### src/rtl/lane_deserializer.sv
// lane_deserializer: one-lane serial-to-parallel receiver.
// Finds byte alignment from COM symbols, locks after COM_LOCK aligned COMs,
// then packs the following data bytes into 32-bit words (first byte in [31:24]).
// Optional feature macro: LANE_MISALIGN_DET_EN. It adds the misalign_err port
// and resyncs when a COM shows up off the byte boundary while ACTIVE.
module lane_deserializer #(
    parameter logic [7:0]  COM_BYTE = 8'hBC,
    parameter int unsigned COM_LOCK = 4
) (
    input  logic        clk,
    input  logic        reset_L,
    input  logic        data_in,
    output logic [31:0] lane_out,
    output logic        valid_out,
    output logic        active
`ifdef LANE_MISALIGN_DET_EN
    ,
    output logic        misalign_err
`endif
);

    typedef enum logic [1:0] {
        ST_SEARCH  = 2'd0,
        ST_LOCKING = 2'd1,
        ST_ACTIVE  = 2'd2
    } state_t;

    localparam logic [3:0] COM_LOCK_C = 4'(COM_LOCK);

    state_t      state_q, state_d;
    // Only seven history bits are needed: the eighth comes straight from data_in.
    logic [6:0]  sr_q, sr_d;
    logic [2:0]  bit_cnt_q, bit_cnt_d;
    logic [3:0]  com_cnt_q, com_cnt_d;
    logic [1:0]  byte_cnt_q, byte_cnt_d;
    logic [23:0] acc_q, acc_d;
    logic [31:0] lane_q, lane_d;
    logic        valid_q, valid_d;
    logic        active_q, active_d;
`ifdef LANE_MISALIGN_DET_EN
    logic        misalign_q, misalign_d;
`endif

    logic [7:0]  cur_byte;
    logic        is_com;
    logic        boundary;

    assign cur_byte = {sr_q, data_in};
    assign is_com   = (cur_byte == COM_BYTE);
    assign boundary = (bit_cnt_q == 3'd7);

    // Next-state logic: alignment search, lock counting and word assembly.
    always_comb begin
        state_d    = state_q;
        sr_d       = cur_byte[6:0];
        bit_cnt_d  = bit_cnt_q + 3'd1;
        com_cnt_d  = com_cnt_q;
        byte_cnt_d = byte_cnt_q;
        acc_d      = acc_q;
        lane_d     = lane_q;
        valid_d    = valid_q;
`ifdef LANE_MISALIGN_DET_EN
        misalign_d = 1'b0;
`endif
        case (state_q)
            ST_SEARCH: begin
                // Sliding-window hunt: any bit position may start a COM.
                if (is_com) begin
                    bit_cnt_d  = 3'd0;
                    com_cnt_d  = 4'd1;
                    byte_cnt_d = 2'd0;
                    if (COM_LOCK_C == 4'd1) begin
                        state_d = ST_ACTIVE;
                    end else begin
                        state_d = ST_LOCKING;
                    end
                end
            end
            ST_LOCKING: begin
                if (boundary) begin
                    if (is_com) begin
                        com_cnt_d = com_cnt_q + 4'd1;
                        if ((com_cnt_q + 4'd1) == COM_LOCK_C) begin
                            state_d    = ST_ACTIVE;
                            byte_cnt_d = 2'd0;
                        end
                    end else begin
                        com_cnt_d = 4'd0;
                        state_d   = ST_SEARCH;
                    end
                end
            end
            ST_ACTIVE: begin
                if (boundary) begin
                    if (is_com) begin
                        // COM inside a word drops the partial word; lane_out holds.
                        byte_cnt_d = 2'd0;
                        valid_d    = 1'b0;
                    end else begin
                        acc_d = {acc_q[15:0], cur_byte};
                        if (byte_cnt_q == 2'd3) begin
                            lane_d     = {acc_q, cur_byte};
                            valid_d    = 1'b1;
                            byte_cnt_d = 2'd0;
                        end else begin
                            byte_cnt_d = byte_cnt_q + 2'd1;
                        end
                    end
                end
`ifdef LANE_MISALIGN_DET_EN
                else if (is_com) begin
                    // A COM off the boundary means we slipped: drop lock and re-hunt.
                    state_d    = ST_SEARCH;
                    valid_d    = 1'b0;
                    byte_cnt_d = 2'd0;
                    com_cnt_d  = 4'd0;
                    misalign_d = 1'b1;
                end
`endif
            end
            default: begin
                state_d   = ST_SEARCH;
                com_cnt_d = 4'd0;
            end
        endcase
        active_d = (state_d == ST_ACTIVE);
    end

    // State and registered outputs; async reset clears everything, including any partial word.
    always_ff @(posedge clk or negedge reset_L) begin
        if (!reset_L) begin
            state_q    <= ST_SEARCH;
            sr_q       <= '0;
            bit_cnt_q  <= '0;
            com_cnt_q  <= '0;
            byte_cnt_q <= '0;
            acc_q      <= '0;
            lane_q     <= '0;
            valid_q    <= 1'b0;
            active_q   <= 1'b0;
`ifdef LANE_MISALIGN_DET_EN
            misalign_q <= 1'b0;
`endif
        end else begin
            state_q    <= state_d;
            sr_q       <= sr_d;
            bit_cnt_q  <= bit_cnt_d;
            com_cnt_q  <= com_cnt_d;
            byte_cnt_q <= byte_cnt_d;
            acc_q      <= acc_d;
            lane_q     <= lane_d;
            valid_q    <= valid_d;
            active_q   <= active_d;
`ifdef LANE_MISALIGN_DET_EN
            misalign_q <= misalign_d;
`endif
        end
    end

    assign lane_out     = lane_q;
    assign valid_out    = valid_q;
    assign active       = active_q;
`ifdef LANE_MISALIGN_DET_EN
    assign misalign_err = misalign_q;
`endif

endmodule

### config.mk
export PLATFORM = sky130hd
export DESIGN_NAME = lane_deserializer
export DESIGN_NICKNAME = d
export VERILOG_FILES = /design/src/rtl/lane_deserializer.sv
export SDC_FILE = /design/constraint.sdc
export NUM_CORES = 1
export LEC_CHECK = 0
export ABC_AREA = 1
export CAP_MARGIN = 20
export CORE_UTILIZATION = 42
export DETAILED_ROUTE_END_ITERATION = 10
export GPL_TIMING_DRIVEN = 0
export PLACE_DENSITY = 0.62
export SETUP_SLACK_MARGIN = 0.05
export SLEW_MARGIN = 0
export SYNTH_ARGS = -nofsm -noshare
export SYNTH_HDL_FRONTEND = slang
export SYNTH_SLANG_ARGS = --single-unit
### constraint.sdc
create_clock -name clk -period 1.6 [get_ports clk]
set_input_delay 0.32 -clock clk [delete_from_list [all_inputs] [get_ports clk]]
set_output_delay 0.32 -clock clk [all_outputs]
set_load 0.01 [all_outputs]
==> flow_summary.yaml, run 1 <==
timing:
  drv_slew: 0
  fmax_mhz: 635
  worst_slew_pin_slew_ns: 0.344
  finalCritPeriodShare_pct: 98.4
  skew_ns: 0.00586
  slew_headroom_pct: 77.0
  period_needed_ns: 1.57
  hold_viol_final: 0
  grt_setup_unrepaired: "yes"
  setup_viol: 0
finish:
  antennaDiodeCount: 0
  instances_no_fill: 503
  drive_gt1_share_pct: 26.2
  stdcell_area_um2: 4260
  register_area_um2: 1900
  area_delta_synth_final_pct: 36.9
  nFillCells: 650
  multi_input_area_um2: 1200
  nets: 409
placed_design:
  port_buffers: 36
  gp_congestion: 0.758
  placed_area_um2: 3620
  place_inst: 465
  hpwl_mm: 3.94
floorplanning:
  ios: 37
  start_util_pct: 43.1
  coreArea_um2: 7210
  die_h_um: 88.1
  rows: 31
  fp.dieW_um: 88.1
  die-area_um2: 7750
worst_setup_path:
  reg2reg_depth: 10
  cp_top_family: "simple AND/OR/NAND/NOR gates"
  cp_cell_sequence: "ha_4 > ha_4 > inv_4 > nor2_8 > nand2_8 > nor2_8 > inv_8 > clkbuf_16 > nand2_4 > o21ai_2"
  crit_end: "lane_out[4]"
  crit_type: "reg -> reg"
  cp.required_ns: 1.84
  crit_start: "bit_cnt_q[0]"
  cp-start-kind: "flop"
  crit_path_max_fanout: 8
  reg2reg_from: "bit_cnt_q[0]"
  r2r_setup_slack_ns: 0.03
  worstSetupPathDepth: 10
  crit_slowest_cell: "dfrtp_1"
  crit_buf_inv: 3
  r2r-end: "lane_out[4]"
  worstPathArrival_ns: 1.81
  cpPeakStageDelay_ns: 0.40
  crit_path_end_kind: "flop"
pwr:
  vdd_drop_max_v: 0.000463
  power.leakage_nw: 2.41
  power_density_nw_per_um2: 920
routing:
  drc: 0
  dr.pass1.iters: 4
  routedWlPerCell_um: 12.8
  top_layer_used: "met4"
  vias: 2384
  wl_met2_mm: 3.09
  ant_nets: 0
  drt_iter0_drc: 86
  vias_per_cell: 4.74
  wl_met1_mm: 3.02
  routed_wl_mm: 6.43
  route.met3.wl_um: 225
cts:
  tritoncts: "built"
  clockRootBuffer: "clkbuf_8"
  htree_levels: 3
  clockBufferDepth: 2
  insertion_delay_ns: 0.35
  clock_sinks: 76
  cts.clk_slew.worst_paths_ns: 0.07
  cts_inserted_buffers: 9
logic_synthesis:
  async_flop_share_pct: 100
  ys.warnings.count: 0
  synthesis.area_um2: 3110
  postSynthCellCount: 329
  ys_types: 23
  yosys-top-cells-count: "nand2_1 (145), dfrtp_1 (76), inv_1 (21), nand3_1 (19), o21ai_0 (13)"
  synth_area_leaders: "dfrtp_1 (61%), nand2_1 (17%), nand3_1 (3.1%), o21ai_2 (2.8%), inv_1 (2.5%)"
  syn_avg_cell_area_um2: 9.45
  ys_seq_area_share_pct: 61.1
  yosysMostFrequentCell: "nand2_1"
  yosysTopAreaCell: "dfrtp_1"
  ys_ff_latch: 76
  synthesis.nets: 337
  synth_top_area_share_pct: 61.1
  synth-main-ff-cell: "dfrtp_1"
  synth_edf_count: 0
outcome:
  status: "finished, final reports clean"
job:
  drv_cap: 0
grt:
  grt.overflow.total: 0
  grt_pass1_wl_mm: 10.4
  track_usage_pct: 17.8
  grt_pass1_vias: 2250
  antenna_found_initial: 0
  grt_max_degree: 70
hold_path:
  hold_path.class: "in -> reg"
## cells by family after synthesis
logic type / count (synthesis) / synth area share, %
AO/OA/AOI/OAI: 27 / 5.55
adder cells (fa/ha/maj): 5 / 2.01
buffers and inverters: 35 / 5.71
flip-flops: 76 / 61.1
AND/OR/NAND/NOR: 186 / 25.6
## per-layer routing
layer	vias up	GRT usage, %
met5	-	0
met4	0	9.24
met3	8	3.58
met2	58	27.6
met1	1134	23.8
li1	1184	-
## sequential cells by signal (all words and copies together) (netlist names)
name and cells:
lane_out 32, acc_q 24, sr_q 7, com_cnt_q 4
bit_cnt_q 3, byte_cnt_q 2, state_q 2, active 1
valid_out 1
## cell type report
cell class | count | area share (%)
multi-input combinational | 218 | 28.1
tap | 99 | 2.91
clock inverter | 5 | 2.41
sequential | 76 | 44.7
buffer | 12 | 3.23
clock buffer | 9 | 2.91
inverter | 23 | 2.32
timing repair buffer | 61 | 13.4
## worst register-to-register path, cell delays in order (launching register included)
cell,delay [ns]
dfrtp_1,0.40
ha_4,0.16
ha_4,0.14
inv_4,0.05
nor2_8,0.14
nand2_8,0.08
nor2_8,0.15
inv_8,0.08
clkbuf_16,0.17
nand2_4,0.05
o21ai_2,0.05
## cells in the final DEF, fill, tap and decap left out, types with 2 or more instances in the layout
cell type | netlist | layout
o21ai_2 | 10 | 12
o21ai_0 | 13 | 6
inv_1 | 21 | 17
o21ai_1 | 0 | 5
dfrtp_2 | 0 | 2
dfrtp_1 | 76 | 74
nor2_2 | 0 | 2
inv_2 | 1 | 3
dlygate4sd2_1 | 0 | 32
nand3_1 | 19 | 19
ha_1 | 5 | 3
buf_4 | 2 | 24
nand2_1 | 145 | 127
buf_6 | 4 | 4
nand2_2 | 1 | 13
nor2_4 | 0 | 2
nor2_8 | 2 | 2
inv_4 | 1 | 2
clkbuf_8 | 0 | 9
a21oi_2 | 0 | 2
nand3b_1 | 2 | 2
ha_4 | 0 | 2
bufinv_16 | 0 | 3
clkbuf_16 | 0 | 2
nand2_4 | 2 | 7
dlymetal6s2s_1 | 0 | 3
buf_8 | 0 | 3
nand4_1 | 2 | 2
nor2_1 | 9 | 5
## power by group
part | total, W | switching [W] | internal [W]
registers | 0.00203 | 0.0000577 | 0.00197
clock network | 0.00169 | 0.000673 | 0.00102
logic | 0.000198 | 0.000117 | 0.0000809
## worst min-delay path by stage
stage | startpoint | end | slack [ns] | cells past startpoint
after floorplan | reset_L | acc_q[0] | 0.02 | 0
after global placement | sr_q[5] | sr_q[6] | 0.36 | 0
after global routing | data_in | sr_q[0] | 0.12 | 1
final | data_in | sr_q[0] | 0.13 | 1
after detailed placement | reset_L | lane_out[15] | 0.16 | 1
after CTS | reset_L | lane_out[23] | 0.33 | 2
## timing repair
item / CTS / global route
setup endpoints to repair: 99 / 71
hold buffers: 1 / 0
gates cloned: 0 / 2
setup buffers: 8 / 13
gates resized for setup: 49 / 65
pin swaps: 3 / 10
hold endpoints to repair: 7 / 0
## metrics by stage
step	hold slack (ns)	setup TNS, ns	utilization (%)	setup WS (ns)	power, W
6_report	0.126	0	59.0	0.0260	0.00392
5_1_grt	0.119	-0.964	59.0	-0.0494	0.00408
4_1_cts	0.327	0	54.6	0.0323	0.00391
3_5_place_dp	0.158	-16.89	50.2	-0.366	0.00220
3_3_place_gp	0.357	-199.62	49.8	-2.43	0.00218
2_1_floorplan	0.0244	0	-	0.0677	0.00212
Note: power is estimated with default switching activity, not from simulation.
==> run 2, diff against run 1 <==
==> constraint.sdc (replaced) <==
create_clock -name clk -period 1.6 [get_ports clk]
set_input_delay 0.16 -clock clk [delete_from_list [all_inputs] [get_ports clk]]
set_output_delay 0.16 -clock clk [all_outputs]
set_load 0.01 [all_outputs]
==> run 2 against run 1 <==
  * Clock-buffer cell count unchanged
  * Clock power about the same
  * Clock skew up 0.00069 ns
  * Critical path depth did not move
  * Hold slack better by 0.052 ns
  * Fmax about the same
  * First-iteration DRC count up 5.8%
  * Total power is 0.14% higher
  * Via count down 0.92%
  * Die area did not move
  * Utilization up 0.16 points
  * Final cell count is 0.20% higher
==> flow_summary.yaml, run 2 (synthesized netlist as in run 1, its figures left out) <==
routing:
  ant_nets: 0
  drt_iter0_drc: 91
  vias_per_cell: 4.69
  routed_wl_mm: 6.41
  drc: 0
  vias: 2362
  dr.pass1.iters: 4
  routedWlPerCell_um: 12.7
floorplanning:
  die_h_um: 88.1
  rows: 31
  start_util_pct: 43.1
  ios: 37
  fp.dieW_um: 88.1
  coreArea_um2: 7210
  die-area_um2: 7750
pwr:
  vdd_drop_max_v: 0.000465
  power_density_nw_per_um2: 919
  power.leakage_nw: 2.20
worst_setup_path:
  crit_path_max_fanout: 8
  worstPathArrival_ns: 1.81
  crit_type: "reg -> reg"
  crit_end: "lane_out[4]"
  reg2reg_from: "bit_cnt_q[0]"
  crit_start: "bit_cnt_q[0]"
  crit_path_end_kind: "flop"
  cp.required_ns: 1.84
  reg2reg_depth: 10
  cp-start-kind: "flop"
  r2r_setup_slack_ns: 0.03
  r2r-end: "lane_out[4]"
finish:
  nets: 410
  area_delta_synth_final_pct: 37.3
  register_area_um2: 1900
  layout_common_cells: "nand2_1 (128), dfrtp_1 (74), clkdlybuf4s50_1 (35), buf_4 (25), nand3_1 (19)"
  antennaDiodeCount: 0
  multi_input_area_um2: 1190
  nFillCells: 644
  largest_reg_flops: 32
  final_common_cell: "nand2_1"
  drive_gt1_share_pct: 25.9
cts:
  clockRootBuffer: "clkbuf_8"
  cts_inserted_buffers: 9
  htree_levels: 3
  cts.clk_slew.worst_paths_ns: 0.07
  tritoncts: "built"
  clockBufferDepth: 2
  clock_sinks: 76
  insertion_delay_ns: 0.35
timing:
  slew_headroom_pct: 77.3
  grt_setup_unrepaired: "yes"
  worst_slew_pin_slew_ns: 0.340
  finalCritPeriodShare_pct: 98.4
  setup_viol: 0
  drv_slew: 0
  hold_viol_final: 0
  skew_ns: 0.00655
  setup_tns_ns: 0
  period_needed_ns: 1.57
  fmax_mhz: 635
  hold_slack_ns: 0.178
placed_design:
  port_buffers: 36
  hpwl_mm: 3.94
  gp_congestion: 0.758
hold_path:
  hold_path.class: "in -> async"
job:
  drv_cap: 0
grt:
  grt_pass1_wl_mm: 10.3
  grt.overflow.total: 0
  grt_max_degree: 70
  grt_pass1_vias: 2246
  track_usage_pct: 17.7
  antenna_found_initial: 0
outcome:
  status: "finished, final reports clean"
-- run 2: cell types whose count changed in the layout (fill, tap and decap cells not counted), moves of 2 or more --
cell,delta
nand2_2,-2
o21ai_0,+2
clkdlybuf4s50_1,+35
dlymetal6s2s_1,-3
o21ai_1,-2
dlygate4sd2_1,-32
-- run 2: worst min path at each step --
| stage | slack [ns] | cells past startpoint | startpoint | endpoint |
|---|---|---|---|---|
| 2_1_floorplan | -0.14 | 0 | reset_L | acc_q[0] |
| 3_5_place_dp | -0.002 | 1 | reset_L | lane_out[15] |
| 4_1_cts | 0.17 | 2 | reset_L | lane_out[23] |
| 5_1_grt | 0.18 | 2 | reset_L | lane_out[15] |
| 6_report | 0.18 | 2 | reset_L | lane_out[5] |
| 3_3_place_gp | 0.36 | 0 | sr_q[5] | sr_q[6] |
-- run 2: cell type report --
class / count / area share [%]
flip-flops and latches: 76 / 44.6
multi-input cells: 218 / 28.0
repair buffers: 62 / 13.8
plain buffers: 12 / 3.14
clock buffers: 9 / 2.90
well taps: 99 / 2.90
clock inverters: 5 / 2.40
inverters: 23 / 2.26
-- run 2: per-stage QoR --
step | instances | total power [W] | instance area, um2 | utilization [%] | setup slack, ns
global placement | 464 | 0.00218 | 3590 | 49.8 | -2.27
finish | 504 | 0.00392 | 4270 | 59.2 | 0.0258
global route | 504 | 0.00408 | 4270 | 59.2 | -0.0470
CTS | 488 | 0.00391 | 3970 | 55.0 | -0.0121
floorplan | 329 | 0.00212 | 3110 | - | 0.0677
detailed placement | 465 | 0.00220 | 3620 | 50.2 | -0.206
-- run 2: critical path, stage by stage, from the launching register on --
cell	delay [ns]
dfrtp_1	0.40
ha_4	0.16
ha_4	0.14
inv_4	0.05
nor2_8	0.15
nand2_8	0.08
nor2_8	0.15
inv_8	0.07
clkbuf_16	0.17
nand2_4	0.05
o21ai_2	0.05
-- run 2: power by group --
group | internal (W) | switching [W] | total, W
Combinational | 0.0000824 | 0.000116 | 0.000198
Sequential | 0.00197 | 0.0000570 | 0.00203
Clock | 0.00102 | 0.000679 | 0.00169
Total | 0.00307 | 0.000852 | 0.00392
-- run 2: timing repair --
| item | 4_1_cts | 5_1_grt |
|---|---|---|
| endpoints found under the hold margin | 76 | 0 |
| cloned | 0 | 2 |
| resized for setup | 14 | 60 |
| pin swaps | 3 | 9 |
| buffers inserted | 8 | 14 |
| setup endpoints to repair | 64 | 69 |
| hold buffers | 1 | 0 |
-- run 2: layer usage --
metal	global-route usage, %	part of all wire (%)	wire, um	vias up
met4	9.24	1.8	113	0
met5	0	0	0	-
met2	27.3	47	3030	46
li1	-	-	-	1182
met1	23.8	48	3050	1124
met3	3.58	3.4	215	10
==> run 3, diff against run 2 <==
--- a/config.mk
+++ b/config.mk
@@ -10,8 +10,9 @@
 export CORE_UTILIZATION = 42
 export DETAILED_ROUTE_END_ITERATION = 10
 export GPL_TIMING_DRIVEN = 0
-export PLACE_DENSITY = 0.62
+export PLACE_DENSITY = 0.6
 export SETUP_SLACK_MARGIN = 0.05
+export SKIP_LAST_GASP = 1
 export SLEW_MARGIN = 0
 export SYNTH_ARGS = -nofsm -noshare
 export SYNTH_HDL_FRONTEND = slang
==> constraint.sdc (replaced) <==
create_clock -name clk -period 2 [get_ports clk]
set_input_delay 0.4 -clock clk [delete_from_list [all_inputs] [get_ports clk]]
set_output_delay 0.4 -clock clk [all_outputs]
set_load 0.01 [all_outputs]
==> run 3 against run 2 <==
  * The flow now finishes with violations (design-rule violations)
  * Worst setup slack better by 0.23 ns
  * Utilization down 5.8 points
  * Sequential cell count unchanged
  * Total power down 21%
  * Sequential share of layout area up 4.8 points
  * Fmax down 9.8%
  * Critical endpoint is now com_cnt_q[0]
  * Highest routed layer unchanged
==> flow_summary.yaml, run 3 (synthesized netlist as in run 1, its figures left out) <==
worst_setup_path:
  cp.required_ns: 2.22
  worstSetupPathDepth: 9
  crit_type: "reg -> reg"
  cpPeakStageDelay_ns: 0.35
  cp-start-kind: "flop"
  reg2reg_depth: 9
  crit_path_end_kind: "flop"
  cp_top_family: "compound AO/OA/AOI/OAI gates"
  crit_slowest_cell: "dfrtp_1"
  crit_buf_inv: 2
  worstPathArrival_ns: 1.96
  cp_cell_sequence: "ha_1 > ha_1 > inv_1 > nand3_1 > nand2_1 > a21oi_1 > inv_1 > nand2_1 > o21ai_0"
  crit_path_max_fanout: 6
finish:
  antennaDiodeCount: 0
  register_area_um2: 1900
  drive_gt1_share_pct: 12.6
  final_common_cell: "nand2_1"
  layout_common_cells: "nand2_1 (145), dfrtp_1 (76), clkdlybuf4s50_1 (35), inv_1 (21), nand3_1 (19)"
  multi_input_area_um2: 1030
  stdcell_area_um2: 3850
  instances_no_fill: 481
  area_delta_synth_final_pct: 23.8
  nets: 385
  fin_util_pct: 53.4
  nFillCells: 690
  largest_reg_flops: 32
placed_design:
  placed_area_um2: 3610
  pre_cts_slack_ns: -0.0453
  place_inst: 465
  gp_congestion: 0.743
  hpwl_mm: 4.06
  port_buffers: 36
routing:
  vias_per_cell: 4.59
  ant_nets: 0
  vias: 2207
  drc: 2
  dr.pass1.iters: 7
  routedWlPerCell_um: 12.0
  drt_iter0_drc: 113
  routed_wl_mm: 5.75
pwr:
  power.leakage_nw: 2.02
  power.switching_w: 0.000660
  power_frac_seq_pct: 51.9
  p_clk_share_pct: 44.3
  intPower_w: 0.00244
  power_density_nw_per_um2: 805
  switching_share_pct: 21.3
  vdd_drop_max_v: 0.000445
  power_frac_comb_pct: 3.8
timing:
  grt_setup_unrepaired: "no"
  setup_tns_ns: 0
  setup_viol: 0
  slew_headroom_pct: 67.8
  fmax_mhz: 573
  fin_ws_ns: 0.255
  period_needed_ns: 1.75
  finalCritPeriodShare_pct: 87.3
  hold_viol_final: 0
  skew_ns: 0.00715
  worst_slew_pin_slew_ns: 0.484
  drv_slew: 0
floorplanning:
  start_util_pct: 43.1
  die-area_um2: 7750
  coreArea_um2: 7210
  fp.dieW_um: 88.1
  die_h_um: 88.1
  rows: 31
  ios: 37
grt:
  grt.overflow.total: 0
  track_usage_pct: 17.7
  grt_max_degree: 41
  grt_pass1_vias: 2205
  antenna_found_initial: 0
  grt_pass1_wl_mm: 10.3
outcome:
  violations: "design-rule violations"
  status: "complete, but fails checks"
cts:
  cts.clk_slew.worst_paths_ns: 0.08
  cts_resized: 0
  clockRootBuffer: "clkbuf_8"
  clockBufferDepth: 2
  insertion_delay_ns: 0.34
  cts_hold_buf: 0
  htree_levels: 3
  cts_inserted_buffers: 9
  tritoncts: "built"
  clock_sinks: 76
  post_cts_buffers: 0
job:
  drv_cap: 0
hold_path:
  hold_path.class: "in -> async"
[run 3: cell types whose count changed in the layout (fill, tap and decap cells not counted), moves of 4 or more]
cell,delta
buf_4,-22
nand2_1,+17
nand2_2,-10
nand2_4,-6
o21ai_0,+5
nor2_1,+4
[run 3: final cells by class]
class                   instances  share of cell area (%)
plain buffers                  12                    2.31
clock buffers                   9                    3.22
flip-flops and latches         76                    49.4
repair buffers                 37                    9.81
inverters                      23                    2.31
clock inverters                 7                    2.99
multi-input cells             218                    26.8
well taps                      99                    3.22
[run 3: final timing paths]
check	endpoint	from	slack [ns]
worst max-delay path	com_cnt_q[0]	bit_cnt_q[0]	0.25
min in group clk	sr_q[6]	sr_q[5]	0.38
worst max register to register	com_cnt_q[0]	bit_cnt_q[0]	0.25
worst min register to register	sr_q[6]	sr_q[5]	0.38
worst min-delay path	lane_out[13]	reset_L	0.01
max in group asynchronous	lane_out[0]	reset_L	1.41
[run 3: worst register-to-register path: stages, from the launching register on]
cell,delay [ns]
dfrtp_1,0.35
ha_1,0.15
ha_1,0.19
inv_1,0.12
nand3_1,0.12
nand2_1,0.05
a21oi_1,0.34
inv_1,0.14
nand2_1,0.08
o21ai_0,0.08
[run 3: routing by layer]
layer,GRT usage (%),vias to the layer above,wire length (um)
met5,0,-,0
met4,8.65,0,125
met3,3.02,13,195
met2,28.4,38,2680
met1,23.5,1027,2760
li1,-,1129,-
[run 3: through the flow]
stage / power, W / hold slack (ns)
finish: 0.00310 / 0.0122
global route: 0.00323 / 0.0330
CTS: 0.00315 / 0.0140
global placement: 0.00175 / 0.356
floorplan: 0.00170 / 0.104
detailed placement: 0.00176 / 0.361
[run 3: power groups by stage]
stage	Sequential, W	Combinational (W)	Clock (W)
detailed placement	0.00164	0.000124	0
floorplan	0.00163	0.0000675	0
global route	0.00161	0.000143	0.00147
global placement	0.00164	0.000113	0
CTS	0.00161	0.000125	0.00142
finish	0.00161	0.000119	0.00137
